<file path="config.mk">
export PLATFORM = sky130hd
export DESIGN_NAME = upsp_frame_ctrl_flat
export DESIGN_NICKNAME = d
export VERILOG_FILES = /design/src/rtl/upsp_frame_ctrl_if.sv /design/src/rtl/upsp_frame_ctrl.sv /design/src/flat_wrapper.sv
export SDC_FILE = /design/constraint.sdc
export NUM_CORES = 1
export LEC_CHECK = 0
export CORE_UTILIZATION = 45
export DETAILED_ROUTE_END_ITERATION = 16
export GPL_ROUTABILITY_DRIVEN = 0
export PLACE_DENSITY = 0.74
export SLEW_MARGIN = 20
export SYNTH_ARGS = -nofsm -noshare
export SYNTH_HDL_FRONTEND = slang
export SYNTH_SLANG_ARGS = --single-unit
</file>
<file path="constraint.sdc">
create_clock -name clk -period 2.9 [get_ports clk]
set_input_delay 0.58 -clock clk [delete_from_list [all_inputs] [get_ports clk]]
set_output_delay 0.58 -clock clk [all_outputs]
set_load 0.005 [all_outputs]
</file>
<file path="src/rtl/upsp_frame_ctrl_if.sv">
// Handshake and status bundle between the upscaler frame controller and its
// CRF / source-read / destination-write neighbours.
interface upsp_frame_ctrl_if #(
    parameter int CRF_DATA_WIDTH = 32,
    parameter int CRF_ADDR_WIDTH = 4,
    parameter int DST_IMG_WIDTH  = 3840,
    parameter int DST_IMG_HEIGHT = 2160
);
    logic [CRF_DATA_WIDTH-1:0]         crf_ac_UPSTR;
    logic                              crf_ac_wbusy;
    logic                              upsp_ac_rd;
    logic                              ac_upsp_rvalid;
    logic                              upsp_ac_wrt;
    logic                              ac_upsp_wready;
    logic                              upsp_en;
    logic                              ctrl_crf_wrt;
    logic [CRF_ADDR_WIDTH-1:0]         ctrl_crf_waddr;
    logic [CRF_DATA_WIDTH-1:0]         ctrl_crf_wdata;
    logic [$clog2(DST_IMG_WIDTH)-1:0]  dst_col;
    logic [$clog2(DST_IMG_HEIGHT)-1:0] dst_row;
    logic                              frame_busy;
    logic                              frame_err;

    modport master (
        input  crf_ac_UPSTR, crf_ac_wbusy, upsp_ac_rd, ac_upsp_rvalid,
               upsp_ac_wrt, ac_upsp_wready,
        output upsp_en, ctrl_crf_wrt, ctrl_crf_waddr, ctrl_crf_wdata,
               dst_col, dst_row, frame_busy, frame_err
    );

    modport slave (
        output crf_ac_UPSTR, crf_ac_wbusy, upsp_ac_rd, ac_upsp_rvalid,
               upsp_ac_wrt, ac_upsp_wready,
        input  upsp_en, ctrl_crf_wrt, ctrl_crf_waddr, ctrl_crf_wdata,
               dst_col, dst_row, frame_busy, frame_err
    );
endinterface

</file>
<file path="src/rtl/upsp_frame_ctrl.sv">
// Per-frame sequencer for the bicubic upscaler: starts on a CRF start edge,
// tracks source reads and destination pixel position, reports done/error.
module upsp_frame_ctrl #(
    parameter int                        CRF_DATA_WIDTH = 32,
    parameter int                        CRF_ADDR_WIDTH = 4,
    parameter int                        SRC_IMG_WIDTH  = 960,
    parameter int                        SRC_IMG_HEIGHT = 540,
    parameter int                        DST_IMG_WIDTH  = 3840,
    parameter int                        DST_IMG_HEIGHT = 2160,
    parameter logic [CRF_ADDR_WIDTH-1:0] UPENDR_ADDR    = 4'h1,
    parameter int                        TIMEOUT_CYCLES = 65535
) (
    input logic               clk,
    input logic               rst_n,
    upsp_frame_ctrl_if.master bus
);
    localparam int COL_W     = $clog2(DST_IMG_WIDTH);
    localparam int ROW_W     = $clog2(DST_IMG_HEIGHT);
    localparam int SRC_TOTAL = SRC_IMG_WIDTH * SRC_IMG_HEIGHT;
    localparam int SRC_W     = $clog2(SRC_TOTAL + 1);
    localparam int WDOG_W    = $clog2(TIMEOUT_CYCLES + 1);

    localparam logic [SRC_W-1:0]  SRC_FULL  = SRC_W'(SRC_TOTAL);
    localparam logic [COL_W-1:0]  COL_LAST  = COL_W'(DST_IMG_WIDTH - 1);
    localparam logic [ROW_W-1:0]  ROW_LAST  = ROW_W'(DST_IMG_HEIGHT - 1);
    localparam logic [WDOG_W-1:0] WDOG_LAST = WDOG_W'(TIMEOUT_CYCLES - 1);

    typedef enum logic [1:0] {
        S_IDLE   = 2'd0,
        S_RUN    = 2'd1,
        S_REPORT = 2'd2
    } state_t;

    state_t              r_state;
    state_t              w_state_nxt;
    logic                r_start_d;
    logic                r_armed;
    logic [SRC_W-1:0]    r_src_cnt;
    logic [COL_W-1:0]    r_dst_col;
    logic [ROW_W-1:0]    r_dst_row;
    logic [WDOG_W-1:0]   r_wdog;
    logic                r_err;

    logic w_run, w_start, w_rd_beat, w_wr_beat, w_src_ovf, w_last_px, w_timeout;
    logic w_clear, w_set_err;
    logic w_unused_upstr;

    assign w_unused_upstr = ^bus.crf_ac_UPSTR[CRF_DATA_WIDTH-1:1];

    // r_armed stays low for the first clock after reset so that a start bit
    // already high at release is seen as a level, not as a fresh edge.
    assign w_start   = r_armed & bus.crf_ac_UPSTR[0] & ~r_start_d;
    assign w_run     = (r_state == S_RUN);
    assign w_rd_beat = w_run & bus.upsp_ac_rd & bus.ac_upsp_rvalid;
    assign w_wr_beat = w_run & bus.upsp_ac_wrt & bus.ac_upsp_wready;
    assign w_src_ovf = w_rd_beat & (r_src_cnt == SRC_FULL);
    assign w_last_px = w_wr_beat & (r_dst_col == COL_LAST) & (r_dst_row == ROW_LAST);
    assign w_timeout = w_run & ~w_wr_beat & (r_wdog == WDOG_LAST);

    // NOTE: sequential state uses non-blocking assignments so every register
    // samples pre-edge values regardless of statement order.
    always_ff @(posedge clk or negedge rst_n) begin
        if (!rst_n) begin
            r_state   <= S_IDLE;
            r_start_d <= 1'b0;
            r_armed   <= 1'b0;
        end else begin
            r_state   <= w_state_nxt;
            r_start_d <= bus.crf_ac_UPSTR[0];
            r_armed   <= 1'b1;
        end
    end

    // NOTE: every always_comb output gets a default first, so no path can
    // leave it unassigned and infer a latch.
    always_comb begin
        w_state_nxt = r_state;
        w_clear     = 1'b0;
        w_set_err   = 1'b0;
        case (r_state)
            S_IDLE: begin
                if (w_start) begin
                    w_state_nxt = S_RUN;
                    w_clear     = 1'b1;
                end
            end
            S_RUN: begin
                if (w_src_ovf || w_timeout) begin
                    w_state_nxt = S_REPORT;
                    w_set_err   = 1'b1;
                end else if (w_last_px) begin
                    w_state_nxt = S_REPORT;
                end
            end
            S_REPORT: begin
                if (!bus.crf_ac_wbusy) w_state_nxt = S_IDLE;
            end
            default: w_state_nxt = S_IDLE;
        endcase
    end

    always_ff @(posedge clk or negedge rst_n) begin
        if (!rst_n) begin
            r_src_cnt <= '0;
            r_dst_col <= '0;
            r_dst_row <= '0;
            r_wdog    <= '0;
            r_err     <= 1'b0;
        end else if (w_clear) begin
            r_src_cnt <= '0;
            r_dst_col <= '0;
            r_dst_row <= '0;
            r_wdog    <= '0;
            r_err     <= 1'b0;
        end else if (w_run) begin
            if (w_rd_beat && !w_src_ovf) r_src_cnt <= r_src_cnt + SRC_W'(1);
            if (w_wr_beat) begin
                r_wdog <= '0;
                if (r_dst_col == COL_LAST) begin
                    r_dst_col <= '0;
                    r_dst_row <= (r_dst_row == ROW_LAST) ? '0 : r_dst_row + ROW_W'(1);
                end else begin
                    r_dst_col <= r_dst_col + COL_W'(1);
                end
            end else if (!w_timeout) begin
                r_wdog <= r_wdog + WDOG_W'(1);
            end
            if (w_set_err) r_err <= 1'b1;
        end
    end

    always_comb begin
        bus.upsp_en        = w_run;
        bus.frame_busy     = (r_state != S_IDLE);
        bus.ctrl_crf_wrt   = (r_state == S_REPORT);
        bus.ctrl_crf_waddr = '0;
        bus.ctrl_crf_wdata = '0;
        if (r_state == S_REPORT) begin
            bus.ctrl_crf_waddr    = UPENDR_ADDR;
            bus.ctrl_crf_wdata[0] = 1'b1;
            bus.ctrl_crf_wdata[1] = r_err;
        end
    end

    assign bus.dst_col   = r_dst_col;
    assign bus.dst_row   = r_dst_row;
    assign bus.frame_err = r_err;
endmodule

</file>
<file path="src/flat_wrapper.sv">
// flat-port wrapper written by rule: the top's interface ports become plain ports
module upsp_frame_ctrl_flat 
#(
    parameter int                        CRF_DATA_WIDTH = 32,
    parameter int                        CRF_ADDR_WIDTH = 4,
    parameter int                        SRC_IMG_WIDTH  = 960,
    parameter int                        SRC_IMG_HEIGHT = 540,
    parameter int                        DST_IMG_WIDTH  = 3840,
    parameter int                        DST_IMG_HEIGHT = 2160,
    parameter logic [CRF_ADDR_WIDTH-1:0] UPENDR_ADDR    = 4'h1,
    parameter int                        TIMEOUT_CYCLES = 65535
)
  (clk, rst_n, bus_crf_ac_UPSTR, bus_crf_ac_wbusy, bus_upsp_ac_rd, bus_ac_upsp_rvalid, bus_upsp_ac_wrt, bus_ac_upsp_wready, bus_upsp_en, bus_ctrl_crf_wrt, bus_ctrl_crf_waddr, bus_ctrl_crf_wdata, bus_dst_col, bus_dst_row, bus_frame_busy, bus_frame_err);
  upsp_frame_ctrl_if #(.CRF_DATA_WIDTH(CRF_DATA_WIDTH), .CRF_ADDR_WIDTH(CRF_ADDR_WIDTH), .DST_IMG_WIDTH(DST_IMG_WIDTH), .DST_IMG_HEIGHT(DST_IMG_HEIGHT)) bus_i ();
  input logic clk;
  input logic rst_n;
  input wire logic [$bits(bus_i.crf_ac_UPSTR)-1:0] bus_crf_ac_UPSTR;
  input wire logic [$bits(bus_i.crf_ac_wbusy)-1:0] bus_crf_ac_wbusy;
  input wire logic [$bits(bus_i.upsp_ac_rd)-1:0] bus_upsp_ac_rd;
  input wire logic [$bits(bus_i.ac_upsp_rvalid)-1:0] bus_ac_upsp_rvalid;
  input wire logic [$bits(bus_i.upsp_ac_wrt)-1:0] bus_upsp_ac_wrt;
  input wire logic [$bits(bus_i.ac_upsp_wready)-1:0] bus_ac_upsp_wready;
  output wire logic [$bits(bus_i.upsp_en)-1:0] bus_upsp_en;
  output wire logic [$bits(bus_i.ctrl_crf_wrt)-1:0] bus_ctrl_crf_wrt;
  output wire logic [$bits(bus_i.ctrl_crf_waddr)-1:0] bus_ctrl_crf_waddr;
  output wire logic [$bits(bus_i.ctrl_crf_wdata)-1:0] bus_ctrl_crf_wdata;
  output wire logic [$bits(bus_i.dst_col)-1:0] bus_dst_col;
  output wire logic [$bits(bus_i.dst_row)-1:0] bus_dst_row;
  output wire logic [$bits(bus_i.frame_busy)-1:0] bus_frame_busy;
  output wire logic [$bits(bus_i.frame_err)-1:0] bus_frame_err;
  assign bus_i.crf_ac_UPSTR = bus_crf_ac_UPSTR;
  assign bus_i.crf_ac_wbusy = bus_crf_ac_wbusy;
  assign bus_i.upsp_ac_rd = bus_upsp_ac_rd;
  assign bus_i.ac_upsp_rvalid = bus_ac_upsp_rvalid;
  assign bus_i.upsp_ac_wrt = bus_upsp_ac_wrt;
  assign bus_i.ac_upsp_wready = bus_ac_upsp_wready;
  assign bus_upsp_en = bus_i.upsp_en;
  assign bus_ctrl_crf_wrt = bus_i.ctrl_crf_wrt;
  assign bus_ctrl_crf_waddr = bus_i.ctrl_crf_waddr;
  assign bus_ctrl_crf_wdata = bus_i.ctrl_crf_wdata;
  assign bus_dst_col = bus_i.dst_col;
  assign bus_dst_row = bus_i.dst_row;
  assign bus_frame_busy = bus_i.frame_busy;
  assign bus_frame_err = bus_i.frame_err;
  upsp_frame_ctrl #(.CRF_DATA_WIDTH(CRF_DATA_WIDTH), .CRF_ADDR_WIDTH(CRF_ADDR_WIDTH), .SRC_IMG_WIDTH(SRC_IMG_WIDTH), .SRC_IMG_HEIGHT(SRC_IMG_HEIGHT), .DST_IMG_WIDTH(DST_IMG_WIDTH), .DST_IMG_HEIGHT(DST_IMG_HEIGHT), .UPENDR_ADDR(UPENDR_ADDR), .TIMEOUT_CYCLES(TIMEOUT_CYCLES)) u_core (.clk(clk), .rst_n(rst_n), .bus(bus_i));
endmodule
</file>
==> results.sh <==
export IMPL_core_mm2=0.00826
export IMPL_cpPeakStageDelay_ns=0.51
export IMPL_p_switching_mw=0.704
export IMPL_worst_slew_pin_transition_ns=0.696
export IMPL_rsz0062_at_grt="false"
export IMPL_fp_dieArea_mm2=0.00892
export IMPL_insertion_delay_ns=0.35
export IMPL_cts_tree="done"
export IMPL_ys_seq_elements=64
export IMPL_cts_buffers=9
export IMPL_finalMaxSlewViolations=0
export IMPL_overflow=0
export IMPL_ys_types=57
export IMPL_postRouteAntennaNets=0
export IMPL_grt_use_total_pct=20.4
export IMPL_layout_drive_gt1_share_pct=9.76
export IMPL_antenna_found_initial=0
export IMPL_ir_drop_v=0.000283
export IMPL_syn_inst=413
export IMPL_finalSetupViolCount=0
export IMPL_switching_share_pct=29.9
export IMPL_fin_tns_setup_ns=0
export IMPL_grt_max_degree=32
export IMPL_firstDrtPassIters=4
export IMPL_powerDensity_mw_per_mm2=530
export IMPL_cp_startpoint="u_core.r_state[0]$_DFFE_PN0P_"
export IMPL_root_buffer="clkbuf_8"
export IMPL_max_freq_mhz=412
export IMPL_slew_headroom_pct=53.6
export IMPL_slowest_stage="clkdlybuf4s50_1"
export IMPL_final_cell_mix="dfrtp_1, clkdlybuf4s50_1, conb_1"
export IMPL_drv_cap=0
export IMPL_rows=33
export IMPL_num_vias=3155
export IMPL_seqPwrFrac_pct=46.6
export IMPL_yosysSeqAreaShare_pct=41.7
export IMPL_p_int_mw=1.65
export IMPL_grt_pass1_vias=2927
export IMPL_routedWlPerCell_um=14.3
export IMPL_clk_pin_slew_ns=0.07
export IMPL_final_common_cell="dfrtp_1"
export IMPL_finClkSkew_ns=0.00752
export IMPL_worst_setup_path_start_kind="flop"
export IMPL_critPathTopFamily="buffers and inverters"
export IMPL_crit_buf_inv=2
export IMPL_path_cells="nand2b_1 -> clkinv_1 -> clkdlybuf4s50_1"
export IMPL_worstPathRequired_ns=2.32
export IMPL_fin_nets=501
export IMPL_synth_edf_count=0
export IMPL_clkPwrFrac_pct=35.3
export IMPL_hold_path_class="primary input to async pin"
export IMPL_post_cts_buffers=0
export IMPL_crit_arrival_ns=1.85
export IMPL_drtIter0Drc=112
export IMPL_end_kind="output pin"
export IMPL_status="complete, no violations"
export IMPL_drt_wl_total_um=8090
export IMPL_start_util_pct=46.6
export IMPL_synth_cell_area_mm2=0.00384
export IMPL_critPathMaxFanout=7
export IMPL_final_min_clock_period_ns=2.43
export IMPL_cts_sinks=64
export IMPL_die_width_um=94.4
export IMPL_yosys_most_used_dff="dfrtp_1"
export IMPL_syn2layout_area_growth_pct=15.5
export IMPL_drc=0
export IMPL_ys_async_sr_fraction_pct=100
export IMPL_reg2reg_from="u_core.r_state[0]$_DFFE_PN0P_"
export IMPL_p_leak_nw=1.85
export IMPL_hold_viol_final=0
export IMPL_grt_pass1_wl_um=14000
export IMPL_rrSetupSlack_ns=0.54
export IMPL_p_comb_share_pct=18.1
export IMPL_post_route_period_util_pct=83.7
export IMPL_yosys_warnings=0
export IMPL_cts_buffer_depth=2
export IMPL_vias_per_cell=5.57
export IMPL_r2r_cells=5
export IMPL_hold_buffers=0
export IMPL_worstSetupPathType="flop to output pin"
export IMPL_fp_dieH_um=94.4
export IMPL_crit_cells=3
export IMPL_r2r_end="u_core.bus.dst_col[11]$_DFFE_PN0P_"
export IMPL_critPathCapture="bus_upsp_en"
export IMPL_dp_hpwl_um=5930
export IMPL_ctsHtreeMaxLevel=3
export IMPL_avgSynthCellArea_um2=9.31
export IMPL_design_area_mm2=0.00444
export IMPL_portBuffers=38
export IMPL_antenna_cells=0
export IMPL_io_pins=103
export IMPL_dpl_cell_area_mm2=0.00422
export IMPL_cts_resized=0
[stage by stage]
step                hold WS [ns]  worst slack, ns  power (mW)  utilization, %  cells
global route               0.331            0.340        2.49            53.8    566
finish                     0.271            0.474        2.35            53.8    566
CTS                        0.288            0.460        2.38            53.8    566
global placement           0.499            0.164        1.52            51.1    550
floorplan                  0.284            0.836        1.39               -    445
detailed placement         0.514            0.114        1.54            51.1    550
[flip-flops by register name, indices dropped and copies added (netlist names)]
name	cells
u_core.r_state	2
u_core.r_src_cnt	19
u_core.bus.frame_err	1
u_core.bus.dst_col	12
u_core.r_wdog	16
u_core.r_start_d	1
u_core.bus.dst_row	12
u_core.r_armed	1
[synth_stat cells (all sizes together) (3+ instances only)]
master | count | area share (%)
dfrtp | 64 | 42
buf | 41 | 7.7
nand2 | 34 | 3.4
nor2 | 33 | 3.3
nand3 | 31 | 4.0
a21oi | 27 | 4.3
o21ai | 19 | 2.6
or3 | 16 | 2.7
or4 | 15 | 2.9
nand4 | 12 | 2.3
xor2 | 12 | 2.7
nor3 | 11 | 1.6
o31ai | 11 | 2.3
xnor2 | 10 | 2.3
inv | 7 | 0.68
and2 | 6 | 0.98
and3 | 6 | 0.98
ha | 6 | 2.0
and4 | 5 | 1.1
clkbuf | 5 | 0.49
o211ai | 5 | 0.98
nand4b | 4 | 1.3
o21a | 4 | 0.78
nor4 | 3 | 1.3
or2 | 3 | 0.49
[worst min-delay path by stage]
stage                                      start                           endpoint  cells after the start
global route                               rst_n  u_core.bus.dst_row[4]$_DFFE_PN0P_                      1
finish                                     rst_n  u_core.bus.dst_row[4]$_DFFE_PN0P_                      1
CTS                                        rst_n  u_core.bus.dst_row[4]$_DFFE_PN0P_                      1
detailed placement  u_core.r_wdog[8]$_DFFE_PN0P_       u_core.r_wdog[8]$_DFFE_PN0P_                      1
global placement    u_core.r_wdog[8]$_DFFE_PN0P_       u_core.r_wdog[8]$_DFFE_PN0P_                      1
floorplan                                  rst_n  u_core.bus.dst_col[0]$_DFFE_PN0P_                      0
[power by group through the flow]
stage | registers, mW | logic [mW] | clock network [mW]
after floorplan | 1.08 | 0.301 | 0
after global placement | 1.10 | 0.414 | 0
after detailed placement | 1.11 | 0.429 | 0
after CTS | 1.10 | 0.433 | 0.853
after global routing | 1.11 | 0.489 | 0.895
final | 1.10 | 0.426 | 0.831
[layout make-up]
type	count	area, um2
clock buffers	14	183
clock inverters	2	35.0
inverters	8	30.0
fillers	759	3820
flip-flops and latches	64	1600
multi-input cells	327	2020
well taps	105	131
repair buffers	46	435
[routing by layer]
metal | track usage, % | wire (um) | part of all wire [%] | vias up
met3 | 3.46 | 324 | 4.0 | 23
met2 | 32.6 | 3900 | 48 | 88
li1 | - | - | - | 1527
met4 | 10.1 | 207 | 2.6 | 0
met5 | 0 | 0 | 0 | -
met1 | 26.7 | 3660 | 45 | 1517
[cells by family (layout without fill, tap and decap cells)]
family / after synthesis / count (layout) / share of synthesized area, %
compound gates: 74 / 74 / 13.1
xor+xnor: 22 / 22 / 5.01
fa+ha+maj: 6 / 6 / 1.95
buf+inv: 54 / 70 / 9.01
flops: 64 / 64 / 41.7
mux: 2 / 2 / 0.521
other cells: 2 / 34 / 0.195
simple gates: 189 / 189 / 28.5
(Power assumes the default switching activity.)
